===== src/rtl/mpu_fault_queue.sv =====
// Fault capture FIFO between the MPU and the n-CLIC memory-exception handler.
// Records {addr, is_store, id} per faulting load/store and raises a level IRQ while non-empty.
module mpu_fault_queue #(
    parameter int DEPTH = 4
) (
    input  logic                     clk,
    input  logic                     reset,
    input  logic                     mem_fault,
    input  logic                     mem_valid,
    input  logic [15:0]              addr,
    input  logic [6:0]               op,
    input  logic [3:0]               id,
    input  logic                     pop,
    input  logic                     clear,
    output logic                     store_kill,
    output logic                     fault_irq,
    output logic [15:0]              head_addr,
    output logic                     head_is_store,
    output logic [3:0]               head_id,
    output logic [$clog2(DEPTH):0]   count,
    output logic                     overflow
);

    localparam int PW = $clog2(DEPTH);
    localparam int CW = PW + 1;
    localparam logic [6:0] OP_LOAD  = 7'b0000011;
    localparam logic [6:0] OP_STORE = 7'b0100011;

    typedef struct packed {
        logic [15:0] addr;
        logic        is_store;
        logic [3:0]  id;
    } fault_ent_t;

    fault_ent_t        mem [DEPTH];
    fault_ent_t        head;
    logic [PW-1:0]     wr_ptr, rd_ptr, wr_ptr_nxt, rd_ptr_nxt;
    logic [CW-1:0]     count_nxt;
    logic              overflow_nxt;
    logic              is_load, is_store, push, do_push, do_pop, full, empty;

    assign is_load    = (op == OP_LOAD);
    assign is_store   = (op == OP_STORE);
    assign push       = mem_valid & mem_fault & (is_load | is_store);
    // Kill must not wait on FIFO state: a dropped store still may not write memory.
    assign store_kill = mem_valid & mem_fault & is_store;

    assign full  = (count == CW'(DEPTH));
    assign empty = (count == '0);

    always_comb begin
        do_push      = 1'b0;
        do_pop       = 1'b0;
        wr_ptr_nxt   = wr_ptr;
        rd_ptr_nxt   = rd_ptr;
        count_nxt    = count;
        overflow_nxt = overflow;
        if (clear) begin
            wr_ptr_nxt   = '0;
            rd_ptr_nxt   = '0;
            count_nxt    = '0;
            overflow_nxt = 1'b0;
        end else begin
            do_pop  = pop & ~empty;
            // A same-cycle pop frees a slot, so a full FIFO still accepts the push.
            do_push = push & (~full | do_pop);
            if (push & full & ~do_pop)
                overflow_nxt = 1'b1;
            if (do_push)
                wr_ptr_nxt = wr_ptr + 1'b1;
            if (do_pop)
                rd_ptr_nxt = rd_ptr + 1'b1;
            count_nxt = count + CW'(do_push) - CW'(do_pop);
        end
    end

    always_ff @(posedge clk or negedge reset) begin
        if (!reset) begin
            wr_ptr    <= '0;
            rd_ptr    <= '0;
            count     <= '0;
            overflow  <= 1'b0;
            fault_irq <= 1'b0;
        end else begin
            wr_ptr    <= wr_ptr_nxt;
            rd_ptr    <= rd_ptr_nxt;
            count     <= count_nxt;
            overflow  <= overflow_nxt;
            fault_irq <= (count_nxt != '0);
        end
    end

    always_ff @(posedge clk) begin
        if (do_push)
            mem[wr_ptr] <= '{addr: addr, is_store: is_store, id: id};
    end

    assign head          = empty ? '0 : mem[rd_ptr];
    assign head_addr     = head.addr;
    assign head_is_store = head.is_store;
    assign head_id       = head.id;

endmodule


===== config.mk =====
export PLATFORM = sky130hd
export DESIGN_NAME = mpu_fault_queue
export DESIGN_NICKNAME = d
export VERILOG_FILES = /design/src/rtl/mpu_fault_queue.sv
export SDC_FILE = /design/constraint.sdc
export NUM_CORES = 1
export LEC_CHECK = 0
export ABC_AREA = 0
export ABC_CLOCK_PERIOD_IN_PS = 3100
export CAP_MARGIN = 20
export CORE_ASPECT_RATIO = 1.2
export CORE_MARGIN = 1
export CORE_UTILIZATION = 35
export CTS_BUF_LIST = sky130_fd_sc_hd__clkbuf_4
export DETAILED_ROUTE_END_ITERATION = 12
export SETUP_SLACK_MARGIN = 0.4
export SLEW_MARGIN = 20
export SYNTH_ARGS = -nofsm -noshare
export SYNTH_HDL_FRONTEND = slang
export SYNTH_SLANG_ARGS = --single-unit

===== constraint.sdc =====
create_clock -name clk -period 3.1 [get_ports clk]
set_input_delay 0.62 -clock clk [delete_from_list [all_inputs] [get_ports clk]]
set_output_delay 0.62 -clock clk [all_outputs]
set_load 0.02 [all_outputs]

; ---- Word level (Yosys, flattened, before mapping)
; Memories as Yosys holds them, arrays and structs flattened.
; Index checks and enable logic that the tools add are counted.
[word_totals]
reg_bits = 9
ram_bits = 84
inputBits = 33
out_inout_bits = 27
elab_cells = 41
memories = 1
[mem_list]
columns = name, depth, width, read_ports, rd_ports_with_merged_regs, write_ports, line
row1 = mem, 4, 21, 1, 0, 1, 35  ; fault_ent_t mem [DEPTH];
[classes]
add_sub_neg = 4
eq_ne = 3
mux = 11
n_bitwise = 12
n_reduce_logical = 5
[ops]
columns = operator, n
row1 = 21-bit two-way mux, 1
row2 = 2-bit two-way mux, 4
row3 = 1-bit bitwise AND, 7
row4 = 7-bit by 2-bit == test with 1-bit output (second input constant), 1
row5 = 7-bit by 6-bit == test with 1-bit output (second input constant), 1
row6 = 2-bit nonzero test, 3
row7 = 1-bit two-way mux, 5
row8 = 2-bit by 1-bit adder with 2-bit output (second input constant), 2
row9 = 3-bit by 1-bit adder with 3-bit output, 1
row10 = 3-bit == test (second input constant), 1
row11 = 3-bit zero test, 1
row12 = 3-bit two-way mux, 1
row13 = 1-bit inverter, 3
row14 = 3-bit nonzero test, 1
row15 = 3-bit by 1-bit subtractor with 3-bit output, 1
row16 = 1-bit bitwise OR, 2

; ---- Depth between registers and ports, before layout
[depth]
word_depth = 9
depth_mapped = 9
mapped_depth_nobuf = 9

; ---- Least setup slack after synthesis
; OpenSTA, ideal clock, no wires.
[synth_timing]
path_kind = input to register
start = input op[2]
end = memory mem[0][0] (netlist bit), enable pin
setup_time_ns = 0.430
t_arrival_ns = 2.728
required_ns = 2.670
slack_ns = -0.058
path_stages = 3
path_buffers = 0
cell_sequence = and4bb_2 > nand3b_4 > nor3b_1
[synth_via]
elab_chain_len = 7
elab_cells_between_ends = 8
classes_between = eq/ne: 2 / mux: 3 / bitwise: 3
[synth_lines]
columns = item, line
row1 = start: declaration, 11  ; input logic [6:0] op,
row2 = 7-bit by 2-bit == test with 1-bit output / 7-bit by 6-bit == test with 1-bit output (equally long branches), "42, 43"
row3 = 1-bit bitwise OR (*), 44  ; assign push = mem_valid & mem_fault & (is_load | is_store);
row4 = 1-bit bitwise AND (*), 44
row5 = 1-bit bitwise AND (*), 66  ; do_push = push & (~full | do_pop);
row6 = 1-bit two-way mux (*), 58  ; if (clear) begin
row7 = 1-bit two-way mux (*), 94  ; if (do_push)
row8 = 1-bit two-way mux (implied by the code) (*), 95  ; mem[wr_ptr] <= '{addr: addr, is_store: is_store, id: id};
row9 = end: declaration, 35
; Mark *: on every way between the ends. The rest lies on a longest branch, timed or not.

; ---- Final worst setup path
[layout_timing]
start = register rd_ptr[0]
end = output head_addr[10]
[layout_via]
elab_chain_len = 2
[layout_lines]
columns = item, line
row1 = start: declaration, 37  ; logic [PW-1:0] wr_ptr, rd_ptr, wr_ptr_nxt, rd_ptr_nxt;
row2 = start signal: assignment, 86  ; rd_ptr <= rd_ptr_nxt;
row3 = memory 4 x 21 bit, n/a
row4 = 21-bit two-way mux, 98  ; assign head = empty ? '0 : mem[rd_ptr];
row5 = end: declaration, 17  ; output logic [15:0] head_addr,
; Every way passes these cells.

==> impl_metrics.ini <==
[cts]
cts.htree.levels = 3
cts_tree = done
cts-root-buf = clkbuf_4
clock_latency_ns = 0.44
cts_buffer_depth = 2
clock_sinks = 93
cts_buffers = 9
clk_pin_slew_ns = 0.13
cts_hold_buf = 0

[sta]
max_slew_margin_pct = 62.6
final_max_slew_viol_count = 0
period_share_pct = 86.5
finalWorstPathRequiredPeriod_ns = 2.68
skew_ns = 0.0130
hold_viol = 0
setup_viol = 0
hold_slack_ns = 0.459
fmax_ghz = 0.373
tightest_slew_ns = 0.559
grt_setup_unrepaired = yes

[route]
drt-initial-drc-count = 54
route.detailed.drc = 0
drt-total-wl_um = 6860
antenna_left = 0
dr_total_vias = 1917
avgRoutedWirePerCell_um = 17.0
drt_first_pass_iters = 4
vias_per_cell = 4.76

[floorplanning]
start_util_pct = 36.0
die_y_um = 116
rows = 41
dieArea_um2 = 11200
fp.dieW_um = 96.6
coreArea_um2 = 10500
io_pins = 60

[yosys]
ys_types = 26
synth_warnings = 0
async_flop_share_pct = 9.68
ys_seq_area_share_pct = 73.0
synth_area_per_cell_um2 = 20.3
yosys_most_used_dff = edfxtp_1
synth_top_cell_by_area = edfxtp_1
yosysMostFrequentCell = edfxtp_1
synth.top_cell.area_share_pct = 67.0
synthTopCellsByArea = edfxtp_1, mux4_2, dfrtp_1
synth_common_cells = edfxtp_1, nor2b_1, mux4_2
synth_area_um2 = 3760
synth_edf_count = 84
synth_cells = 185
synth.net_count = 224
synth-seq-cells = 93

[pwr]
comb_power_share_pct = 37.3
ir_worst_vdd_mv = 0.331
cellLeakagePower_nw = 1.69
seqPwrFrac_pct = 43.4
clkPwrFrac_pct = 19.3
power.switching_w = 0.00106
internal-power_w = 0.00229
power_density_nw_per_um2 = 701
p_sw_share_pct = 31.7

[layout]
syn2layout_area_growth_pct = 26.9
diodes = 0
layout.nets = 308
fin_util_pct = 45.6
drive_gt1_share_pct = 30.3

[global_route]
antenna_found_initial = 0
grt_max_degree = 22
grt_pass1_vias = 2121
grt.total_usage_pct = 13.7
grt_overflow_total = 0
grt_pass1_wl_um = 11300

[setup_path]
cp_slowest_stage_delay_ns = 0.52
crit_path_start = rd_ptr[0]$_DFFE_PN0P_
crit_path_frequent_cell = buf_12
cp.required_ns = 2.48
cp_top_family = buffers and inverters
critPathBufInv = 4
worstSetupPathType = flop to output pin
crit_chain = buf_6 > buf_12 > buf_12 > mux4_2 > nor2b_1 > buf_4
r2r-start = count[1]$_DFF_PN0_
critPathCaptureType = output pin
crit_slowest_cell = dfrtp_4
startpoint_type = flop
path_max_fanout = 5
cp_data_arrival_time_ns = 2.06

[place]
io_buffers = 59
dpl.hpwl_um = 4420
place_congestion = 0.713

[min_path]
hp-class = input pin to asynchronous set/reset pin

[run]
drv_cap = 0

[status]
outcome = finished, final reports clean
[routing by layer]
layer | vias to the layer above | part of all wire [%] | track usage (%)
li1 | 893 | - | -
met1 | 963 | 43 | 16.2
met2 | 52 | 50 | 23.5
met3 | 9 | 4.9 | 4.70
met4 | 0 | 1.5 | 4.48
met5 | - | 0 | 0
[final timing paths]
check	end	depth (start not counted)	slack, ns
setup / recovery	head_addr[10]	6	0.42
hold / removal	fault_irq$_DFF_PN0_	1	0.46
setup reg to reg	fault_irq$_DFF_PN0_	9	0.67
hold reg to reg	overflow$_DFFE_PN0P_	2	0.54
max in group asynchronous	rd_ptr[0]$_DFFE_PN0P_	1	2.31
min in group clk	overflow$_DFFE_PN0P_	2	0.54
[area by class of cell]
cell class | instances | area (um^2)
clock inverter | 6 | 61.3
multi-input combinational | 81 | 973
sequential | 93 | 2750
fill | 970 | 5690
timing repair buffer | 81 | 739
inverter | 3 | 11.3
clock buffer | 10 | 75.1
tap | 129 | 161
[power groups by stage]
stage	Clock [W]	Sequential [W]	Combinational [W]
after floorplan	0	0.00149	0.000730
after global placement	0	0.00151	0.00126
after detailed placement	0	0.00150	0.00125
after CTS	0.000675	0.00145	0.00124
after global routing	0.000714	0.00146	0.00135
final	0.000647	0.00145	0.00125
[layout by cell type, fill, tap and decap left out, types with 2 or more instances in the layout]
cell type        instances
edfxtp_1                84
dlygate4sd2_1            6
and3_1                   2
clkinv_2                 2
nor2b_1                 23
nor3b_2                  4
buf_12                   3
mux4_2                  21
buf_2                   12
inv_1                    3
xor2_1                   3
clkdlybuf4s15_1          2
nand2b_1                 2
buf_4                   18
and4bb_2                 2
clkdlybuf4s50_1         37
dfrtp_1                  7
nor2_1                   8
clkbuf_4                10
ha_1                     5
[sequential cells by signal, summed over array words and instances (netlist names)]
register / cells
fault_irq: 1
mem: 84
rd_ptr: 2
wr_ptr: 2
count: 3
overflow: 1
[cell families (layout without fill, tap and decap cells)]
| logic type | Yosys count | count (layout) | synth area share (%) |
|---|---|---|---|
| adders and majority gates | 6 | 6 | 2.19 |
| DFF | 93 | 93 | 73.0 |
| muxes | 23 | 23 | 13.1 |
| and+or+nand+nor | 45 | 45 | 7.98 |
| buffers and inverters | 11 | 100 | 1.76 |
| AOI/OAI and AO/OA | 3 | 3 | 0.599 |
| xor gates and xnor gates | 4 | 4 | 1.30 |
[through the flow]
stage          std cells  instance area [um^2]  TNS (ns)  setup WS (ns)  total power (W)
6_report             403                  4770         0          0.418          0.00335
5_1_grt              403                  4770         0          0.343          0.00353
4_1_cts              401                  4740         0          0.279          0.00336
3_5_place_dp         379                  4600         0          0.148          0.00276
3_3_place_gp         379                  4600         0          0.194          0.00277
2_1_floorplan        185                  3760     -4.84        -0.0577          0.00222
[repair_timing]
item	CTS	global route
endpoints found under the setup margin	22	9
cloned	0	1
gates resized for setup	63	6
setup buffers	6	1
endpoints found under the hold margin	0	0
pin swaps	0	0
(Power assumes the default switching activity.)
==> RTL change: new RTL, config.mk and constraints unchanged <==
Remove the register `fault_irq`: a continuous assignment takes its place, so the output `fault_irq` follows one clock earlier.
--- a/src/rtl/mpu_fault_queue.sv
+++ b/src/rtl/mpu_fault_queue.sv
@@ -82,3 +82,2 @@
             overflow  <= 1'b0;
-            fault_irq <= 1'b0;
         end else begin
@@ -88,5 +87,6 @@
             overflow  <= overflow_nxt;
-            fault_irq <= (count_nxt != '0);
         end
     end
+
+    assign fault_irq = (count_nxt != '0);
 
Function: changed (a bounded check fails within 4 cycles, from zero or initial values and one cycle with reset low).
==> RTL change against the unedited design <==
Synthesized cell count decreased by 0.54%. Area after synthesis is 0.67% lower. Setup slack got worse by 0.82 ns. Wire length shrank 1.6%. Sequential cell count is 1 lower. Largest cell class unchanged. Total power decreased by 1.9%. The flow now finishes with violations (negative setup slack). Final area fell by 0.42%. Combinational power rose by 5%. Critical endpoint is now fault_irq.
==> RTL change: results (changes against the unedited design) <==
stage,metric,value,unit,change
logic_synthesis,synth top area cells,"edfxtp_1 (67%), mux4_2 (13%), dfrtp_1 (5.4%)",,
global_routing,total congestion overflow,0,,unchanged
place,GP Congestion,0.725,,+1.7%
routing,Vias,1914,,-0.16%
critical_path,crit path max fanout,2,,-3
logic_synthesis,Post-synth top cells,"edfxtp_1 (84), nor2b_1 (23), mux4_2 (21), dfrtp_1 (8), nor2_1 (8)",,
finish,# diodes,0,,unchanged
place,detailed placement HPWL,4310,um,-2.4%
global_routing,largest net degree at the start of global routing,23,,+4.5%
logic_synthesis,syn nets,223,,-0.45%
routing,drt total wl,6750,um,-1.6%
critical_path,CP arrival,2.88,ns,+0.82 ns
routing,drt first pass iters,4,,unchanged
clock_network,Worst-Skew Late Latency,0.44,ns,about the same
finish,fill cell count,910,,-6.2%
sta,Clock Skew,0.0211,ns,+0.00808 ns
logic_synthesis,asr flop ratio synth,8.70,%,-0.98 points
critical_path,Crit. Startpoint,op[3],,
sta,Rel. slew slack,72.4,%,+9.8 points
routing,drt initial violations,110,,+100%
sta,worst setup margin,-0.403,ns,-0.821 ns
finish,top flop regs,"mem: 84 flops, count: 3 flops",,
place,DP Worst Slack,-0.906,ns,-1.05 ns
sta,endpoints failing setup,1,,+1
outcome,run status,"finished, violations left",,
finish,fraction of layout cells with a size suffix above 1,33.7,%,+3.4 points
power,peak supply drop,510,uV,+54%
power,static leakage,1.67,nW,-0.99%
outcome,failing checks,negative setup slack,,
global_routing,GR Util All Layers,13.5,%,-0.21 points
sta,total negative setup slack,-0.403,ns,-0.403 ns
clock_network,"Clk pin slew, worst setup/hold paths",0.13,ns,about the same
place,DP Area,4620,sq um,+0.38%
global_routing,first-pass GRT wire length,10600,um,-5.9%
finish,# nets final,310,,+0.65%
logic_synthesis,sequential-to-total area share from yosys stat,72.8,%,-0.18 points
==> RTL change: cell count changes in the layout (fill, tap and decap cells not counted), sizes merged, moves of 2 or more <==
cell / change
clkbuf: +15
buf: -9
clkdlybuf4s15: +5
clkdlybuf4s50: -5
dlygate4sd2: -2
==> RTL change: path summary, 6_finish.rpt <==
path                       slack (ns)  cells past startpoint                    end
max                             -0.40                     10              fault_irq
min                              0.46                      1   overflow$_DFFE_PN0P_
max reg2reg                      1.06                      8     count[2]$_DFF_PN0_
min reg2reg                      0.53                      2   overflow$_DFFE_PN0P_
max in group asynchronous        2.32                      1  rd_ptr[0]$_DFFE_PN0P_
min in group clk                 0.53                      2   overflow$_DFFE_PN0P_
==> RTL change: metal layers <==
| metal | track usage [%] | wire, um |
|---|---|---|
| met5 | 0 | 0 |
| met2 | 21.4 | 3300 |
| met4 | 4.71 | 66 |
| met1 | 17.2 | 3020 |
| met3 | 4.56 | 357 |
==> RTL change: final cells by class <==
type                       instances  area (sq um)  area share, %
sequential                        92          2730           57.3
clock buffer                      12          90.1           1.89
multi-input combinational         81           995           20.9
timing repair buffer              84           749           15.8
tap                              126           158           3.32
clock inverter                     4          26.3          0.553
inverter                           3          11.3          0.237
==> RTL change: logic make-up (layout without fill, tap and decap cells) <==
| kind of cell | after synthesis | count (layout) | share of synthesized area [%] |
|---|---|---|---|
| DFF | 92 | 92 | 72.8 |
| muxes | 23 | 23 | 13.2 |
| and+or+nand+nor | 45 | 45 | 8.03 |
| buffers and inverters | 11 | 103 | 1.77 |
| xor gates and xnor gates | 4 | 4 | 1.31 |
| adders and majority gates | 6 | 6 | 2.21 |
| AOI/OAI and AO/OA | 3 | 3 | 0.603 |
==> RTL change: timing repair <==
item / 4_1_cts / 5_1_grt
setup buffers: 1 / 3
hold buffers: 0 / 0
pin swaps: 5 / 3
gates cloned: 0 / 1
endpoints found under the setup margin: 23 / 21
gates resized for setup: 39 / 39
==> RTL change: critical path: stages <==
cell	delay, ns
clkdlybuf4s50_1	0.39
and4bb_2	0.34
nand3b_4	0.09
xor2_1	0.15
ha_2	0.20
inv_2	0.04
fa_2	0.52
nor2_2	0.04
or3_4	0.36
buf_6	0.14
==> RTL change: stage by stage <==
step | power (mW) | hold slack (ns) | instances | utilization (%)
2_1_floorplan | 2.23 | 0.324 | 184 | -
3_3_place_gp | 2.80 | 0.511 | 381 | 45.3
3_5_place_dp | 2.80 | 0.506 | 381 | 45.3
4_1_cts | 3.30 | 0.444 | 398 | 46.4
5_1_grt | 3.48 | 0.449 | 402 | 46.6
6_report | 3.28 | 0.460 | 402 | 46.6
==> RTL change: where the power goes <==
group / switching [mW] / internal, mW
sequential: 0.0352 / 1.38
combinational: 0.659 / 0.647
clock: 0.373 / 0.191
total: 1.07 / 2.22
